**config.mk**
```make
export PLATFORM = sky130hd
export DESIGN_NAME = mem_port_arbiter
export DESIGN_NICKNAME = d
export VERILOG_FILES = /design/src/rtl/mem_port_arbiter.sv
export SDC_FILE = /design/constraint.sdc
export NUM_CORES = 1
export LEC_CHECK = 0
export CORE_MARGIN = 2
export CORE_UTILIZATION = 30
export CTS_CLUSTER_DIAMETER = 150
export DETAILED_ROUTE_END_ITERATION = 7
export PLACE_DENSITY = 0.6
export REMOVE_ABC_BUFFERS = 1
export SKIP_CTS_REPAIR_TIMING = 1
export SLEW_MARGIN = 10
export SYNTH_ARGS = -nofsm -noshare
export SYNTH_HDL_FRONTEND = slang
export SYNTH_SLANG_ARGS = --single-unit
```
**constraint.sdc**
```tcl
create_clock -name clk -period 5.26 [get_ports clk]
set_input_delay 1.052 -clock clk [delete_from_list [all_inputs] [get_ports clk]]
set_output_delay 1.052 -clock clk [all_outputs]
set_load 0.02 [all_outputs]
```
**src/rtl/mem_port_arbiter.sv**
```systemverilog
// mem_port_arbiter
// Shares one memory port between an instruction-fetch requester (IF) and a
// data-access requester (D). One transaction is in flight at a time:
//   IDLE -> BUSY_IF/BUSY_D -> DONE -> IDLE
// Optional feature macro: MEMARB_ROUND_ROBIN_EN
//   undefined : on a tie the data request always wins
//   defined   : on a tie the requester not granted last wins (data wins the
//               first tie after reset)
//
// Memory handshake: mem_req is a registered request. mem_addr, mem_wdata,
// mem_we and mem_byte are loaded together with mem_req and held unchanged
// until the memory returns mem_ack=1. The transfer completes on the first
// rising edge where mem_req=1 and mem_ack=1. mem_ack is ignored whenever no
// request is outstanding.
module mem_port_arbiter #(
  parameter int DATA_WIDTH = 32,
  parameter int ADDR_WIDTH = 32
) (
  input  logic                  clk,
  input  logic                  rst,
  // fetch port
  input  logic                  IFReq,
  input  logic [ADDR_WIDTH-1:0] IFAddr,
  output logic [DATA_WIDTH-1:0] IFData,
  output logic                  IFDone,
  // data port
  input  logic                  MemReadM,
  input  logic                  MemWriteM,
  input  logic [ADDR_WIDTH-1:0] AddrM,
  input  logic [DATA_WIDTH-1:0] WriteDataM,
  input  logic                  AddrModeM,
  output logic [DATA_WIDTH-1:0] ReadDataM,
  output logic                  MDone,
  // pipeline stalls
  output logic                  StallF,
  output logic                  StallM,
  // memory side
  output logic                  mem_req,
  output logic                  mem_we,
  output logic [ADDR_WIDTH-1:0] mem_addr,
  output logic [DATA_WIDTH-1:0] mem_wdata,
  output logic                  mem_byte,
  input  logic [DATA_WIDTH-1:0] mem_rdata,
  input  logic                  mem_ack,
  // FSM state, for observation only
  output logic [1:0]            dbg_state
);

  localparam logic [1:0] IDLE    = 2'd0;
  localparam logic [1:0] BUSY_IF = 2'd1;
  localparam logic [1:0] BUSY_D  = 2'd2;
  localparam logic [1:0] DONE    = 2'd3;

  logic [1:0] state;
  logic       dreq;
  logic       any_req;
  logic       grant_d;

  assign dreq    = MemReadM | MemWriteM;
  assign any_req = dreq | IFReq;

`ifdef MEMARB_ROUND_ROBIN_EN
  // 1 = data was granted last; reset value means "IF last" so data wins first tie
  logic last_d;

  // Tie-break: data wins unless it was also the last one granted
  always_comb begin
    grant_d = dreq & (~IFReq | ~last_d);
  end

  // Remember the owner of every grant for the next tie
  always_ff @(posedge clk or posedge rst) begin
    if (rst) begin
      last_d <= 1'b0;
    end else if (state == IDLE && any_req) begin
      last_d <= grant_d;
    end
  end
`else
  // Tie-break: fixed priority, data always wins
  always_comb begin
    grant_d = dreq;
  end
`endif

  // Arbitration FSM: grant in IDLE, wait for ack, one-cycle done, back to IDLE
  always_ff @(posedge clk or posedge rst) begin
    if (rst) begin
      state  <= IDLE;
      IFDone <= 1'b0;
      MDone  <= 1'b0;
    end else begin
      case (state)
        IDLE: begin
          if (any_req) begin
            state <= grant_d ? BUSY_D : BUSY_IF;
          end
        end
        BUSY_IF: begin
          if (mem_ack) begin
            IFDone <= 1'b1;
            state  <= DONE;
          end
        end
        BUSY_D: begin
          if (mem_ack) begin
            MDone <= 1'b1;
            state <= DONE;
          end
        end
        default: begin
          // DONE: the done pulse lasts exactly this one cycle, no new grant
          IFDone <= 1'b0;
          MDone  <= 1'b0;
          state  <= IDLE;
        end
      endcase
    end
  end

  // Memory request registers: loaded at grant, held until ack
  always_ff @(posedge clk or posedge rst) begin
    if (rst) begin
      mem_req   <= 1'b0;
      mem_we    <= 1'b0;
      mem_byte  <= 1'b0;
      mem_addr  <= '0;
      mem_wdata <= '0;
    end else if (state == IDLE && any_req) begin
      mem_req   <= 1'b1;
      mem_we    <= grant_d & MemWriteM;
      mem_byte  <= grant_d & AddrModeM;
      mem_addr  <= grant_d ? AddrM : IFAddr;
      mem_wdata <= grant_d ? WriteDataM : '0;
    end else if ((state == BUSY_IF || state == BUSY_D) && mem_ack) begin
      mem_req <= 1'b0;
    end
  end

  // Read-data capture: only on a completing read, held until the owner's next one
  always_ff @(posedge clk or posedge rst) begin
    if (rst) begin
      IFData    <= '0;
      ReadDataM <= '0;
    end else if (mem_ack) begin
      if (state == BUSY_IF) begin
        IFData <= mem_rdata;
      end else if (state == BUSY_D && !mem_we) begin
        ReadDataM <= mem_rdata;
      end
    end
  end

  assign StallF    = IFReq & ~IFDone;
  assign StallM    = dreq & ~MDone;
  assign dbg_state = state;

endmodule

```
==> impl_metrics.py <==
metrics = {
    "power_and_ir_drop": {
        "irDropWorstVdd_mv": 0.317,
        "p_seq_share_pct": 30.7,
        "p_int_mw": 3.89,
        "p_comb_share_pct": 47.2,
        "switching_power_mw": 2.11,
        "sw_frac_of_total_pct": 35.2,
        "clockPowerShare_pct": 22.2,
        "leakagePower_nw": 3.81,
        "powerDensity_nw_per_um2": 666,
    },
    "clock_tree": {
        "tritoncts": "done",
        "cts_buffers": 17,
        "clk_pin_slew_ns": 0.06,
        "htree_levels": 4,
        "clockRootBuffer": "clkbuf_16",
        "clk-insertion-delay-late_ns": 0.42,
        "cts.path.max_buffers": 2,
        "clock-sinks": 135,
    },
    "worst_setup_path": {
        "cp_slowest_cell": "clkdlybuf4s50_1",
        "worst_ep_arrival_time_ns": 2.52,
        "path_common_cell": "clkdlybuf4s50_1",
        "cp-start-kind": "primary input",
        "crit_type": "primary input to primary output",
        "crit_fanout": 5,
        "max_stage_delay_ns": 0.64,
        "crit_chain": "clkdlybuf4s50_1, nor2_4, nor2_1, clkdlybuf4s50_1",
        "cp.required_ns": 4.21,
        "worstSetupEndpointType": "primary output",
    },
    "yosys": {
        "synth-seq-cells": 135,
        "postSynthCellCount": 385,
        "yosysWarningCount": 0,
        "ys_seq_area_share_pct": 62.7,
        "netlist_area_um2": 5390,
        "syn_area_per_cell_um2": 14.0,
        "synth.distinct_cells": 21,
    },
    "layout": {
        "design_area_um2": 9000,
        "drive_above_1_share_pct": 15.6,
        "fin_nets": 800,
        "antenna_cells": 0,
        "areaGrowthSynthToFinish_pct": 67.2,
    },
    "placed_design": {
        "io_buffer_count": 271,
        "gp_congestion": 0.730,
        "place_hpwl_um": 11400,
        "placed_cell_area_um2": 8320,
    },
    "routing": {
        "antenna_left": 0,
        "drt_iter0_drc": 134,
        "via_count": 4093,
        "drc": 0,
        "drt_wl_total_um": 15500,
        "viasPerCell": 4.57,
        "wl_per_cell_um": 17.3,
        "drtPass1Iterations": 4,
    },
    "die": {
        "start_util_pct": 30.9,
        "die_w_um": 138,
        "boundaryPins": 272,
        "die_area_um2": 19000,
        "core_area_um2": 17400,
        "die_h_um": 138,
        "rows": 48,
    },
    "timing": {
        "post-route-period-util_pct": 67.9,
        "period_needed_ns": 3.57,
        "setup_tns_ns": 0,
        "worst_pin_slew_ns": 1.04,
        "slew_headroom_pct": 30.5,
        "skew_ns": 0.00565,
        "rsz0062_at_grt": "false",
        "maxSlewViolCount": 0,
        "final-hold-violation-count": 0,
        "setup_viol": 0,
        "fmaxAchievable_mhz": 280,
    },
    "job": {
        "max-cap-violations": 0,
    },
    "run_status": {
        "status": "complete, no violations",
    },
    "global_routing": {
        "grt_pass1_vias": 4197,
        "grt_pass1_wl_um": 23200,
        "grt_usage_pct": 16.4,
        "grt.overflow.total": 0,
        "grt_max_degree": 112,
        "antenna_found_initial": 0,
    },
    "worst_hold_path": {
        "hold_class": "flop to flop",
    },
}
power groups by stage:
| stage | sequential, mW | combinational, mW | clock, mW |
|---|---|---|---|
| after floorplan | 2.46 | 0.806 | 0 |
| after global placement | 1.83 | 2.82 | 0 |
| after detailed placement | 1.85 | 2.86 | 0 |
| after CTS | 1.84 | 2.86 | 1.36 |
| after global routing | 1.90 | 3.04 | 1.42 |
| final | 1.84 | 2.83 | 1.33 |
placed cells by master (no fill, tap or decap):
cell and n:
clkinv_4 1, clkbuf_8 3, clkbuf_1 1, mux2i_1 34, clkbuf_16 17, buf_4 4, a211oi_1 2, o31ai_4 1
nor3b_1 1, dfrtp_1 135, mux2_1 2, clkinv_2 2, o21bai_1 2, nand2_1 37, nor3_4 1, a22o_1 35
nor2_1 2, o21a_1 1, inv_1 4, buf_12 1, nor2_4 1, buf_8 1, clkdlybuf4s50_1 271, ha_1 7
o21ai_1 9, o21ai_0 23, clkinvlp_4 2, mux2_2 64, inv_6 2, bufinv_16 5
layer usage:
metal,track usage (%),vias up,part of all wire (%)
li1,-,1921,-
met1,19.5,1949,40
met2,26.5,204,47
met3,7.05,19,12
met4,6.18,0,1.7
met5,0,-,0
synthesized netlist by cell type:
library cell	n	share of area, %
o21ai_1	9	0.84
mux2_1	2	0.42
buf_2	13	1.2
nor3_2	1	0.19
a22o_1	35	5.7
o31ai_4	1	0.39
a211oi_1	2	0.28
nand2_1	37	2.6
ha_1	7	1.6
nor3b_1	1	0.14
mux2_2	64	13
o21bai_1	2	0.28
nor2_2	1	0.12
clkbuf_1	5	0.35
dfrtp_1	135	63
nor2_1	2	0.14
o21a_1	1	0.14
o21ai_0	23	2.1
buf_4	5	0.70
mux2i_1	34	6.3
inv_1	5	0.35
worst paths after layout:
kind                              start            end  slack (ns)  cells after the start
max                           MemWriteM         StallM        1.69                      4
min                        mem_addr[25]   mem_addr[25]        0.48                      2
max reg2reg                dbg_state[0]   ReadDataM[6]        3.31                      6
min reg2reg                mem_addr[25]   mem_addr[25]        0.48                      2
max in group asynchronous           rst   mem_addr[18]        3.05                      3
min in group asynchronous           rst  ReadDataM[22]        1.26                      2
cell type report:
type / count / area (um^2)
sequential: 135 / 3380
clock buffer: 21 / 470
tap: 225 / 282
clock inverter: 11 / 193
inverter: 5 / 23.8
multi-input combinational: 222 / 1880
fill: 1494 / 8410
timing repair buffer: 277 / 2780
flip-flops by register name, indices dropped and copies added (netlist names):
| name | cells |
|---|---|
| IFData | 32 |
| IFDone | 1 |
| MDone | 1 |
| ReadDataM | 32 |
| dbg_state | 2 |
| mem_addr | 32 |
| mem_byte | 1 |
| mem_req | 1 |
| mem_wdata | 32 |
| mem_we | 1 |
stage by stage:
stage	setup slack (ns)	instances	hold WS (ns)	total power [mW]	utilization, %
after floorplan	0.597	362	0.578	3.26	-
after CTS	1.69	895	0.483	6.07	51.6
after global routing	1.62	896	0.509	6.36	51.7
after detailed placement	1.68	863	0.475	4.71	47.8
final	1.69	896	0.477	6.00	51.7
after global placement	1.70	863	0.462	4.66	47.8
worst max-delay path, delay by kind of cell:
kind / cells / cell delay (ns)
buffers and inverters: 2 / 1.28
and+or+nand+nor: 2 / 0.18
cell families after synthesis:
| group | Yosys count | synth area share (%) |
|---|---|---|
| flip-flops | 135 | 62.7 |
| AND/OR/NAND/NOR | 42 | 3.16 |
| buffers and inverters | 28 | 2.60 |
| multiplexers | 100 | 20.1 |
| adder cells (fa/ha/maj) | 7 | 1.63 |
| AO/OA/AOI/OAI | 73 | 9.76 |
Power figures use the tool's default switching activity.
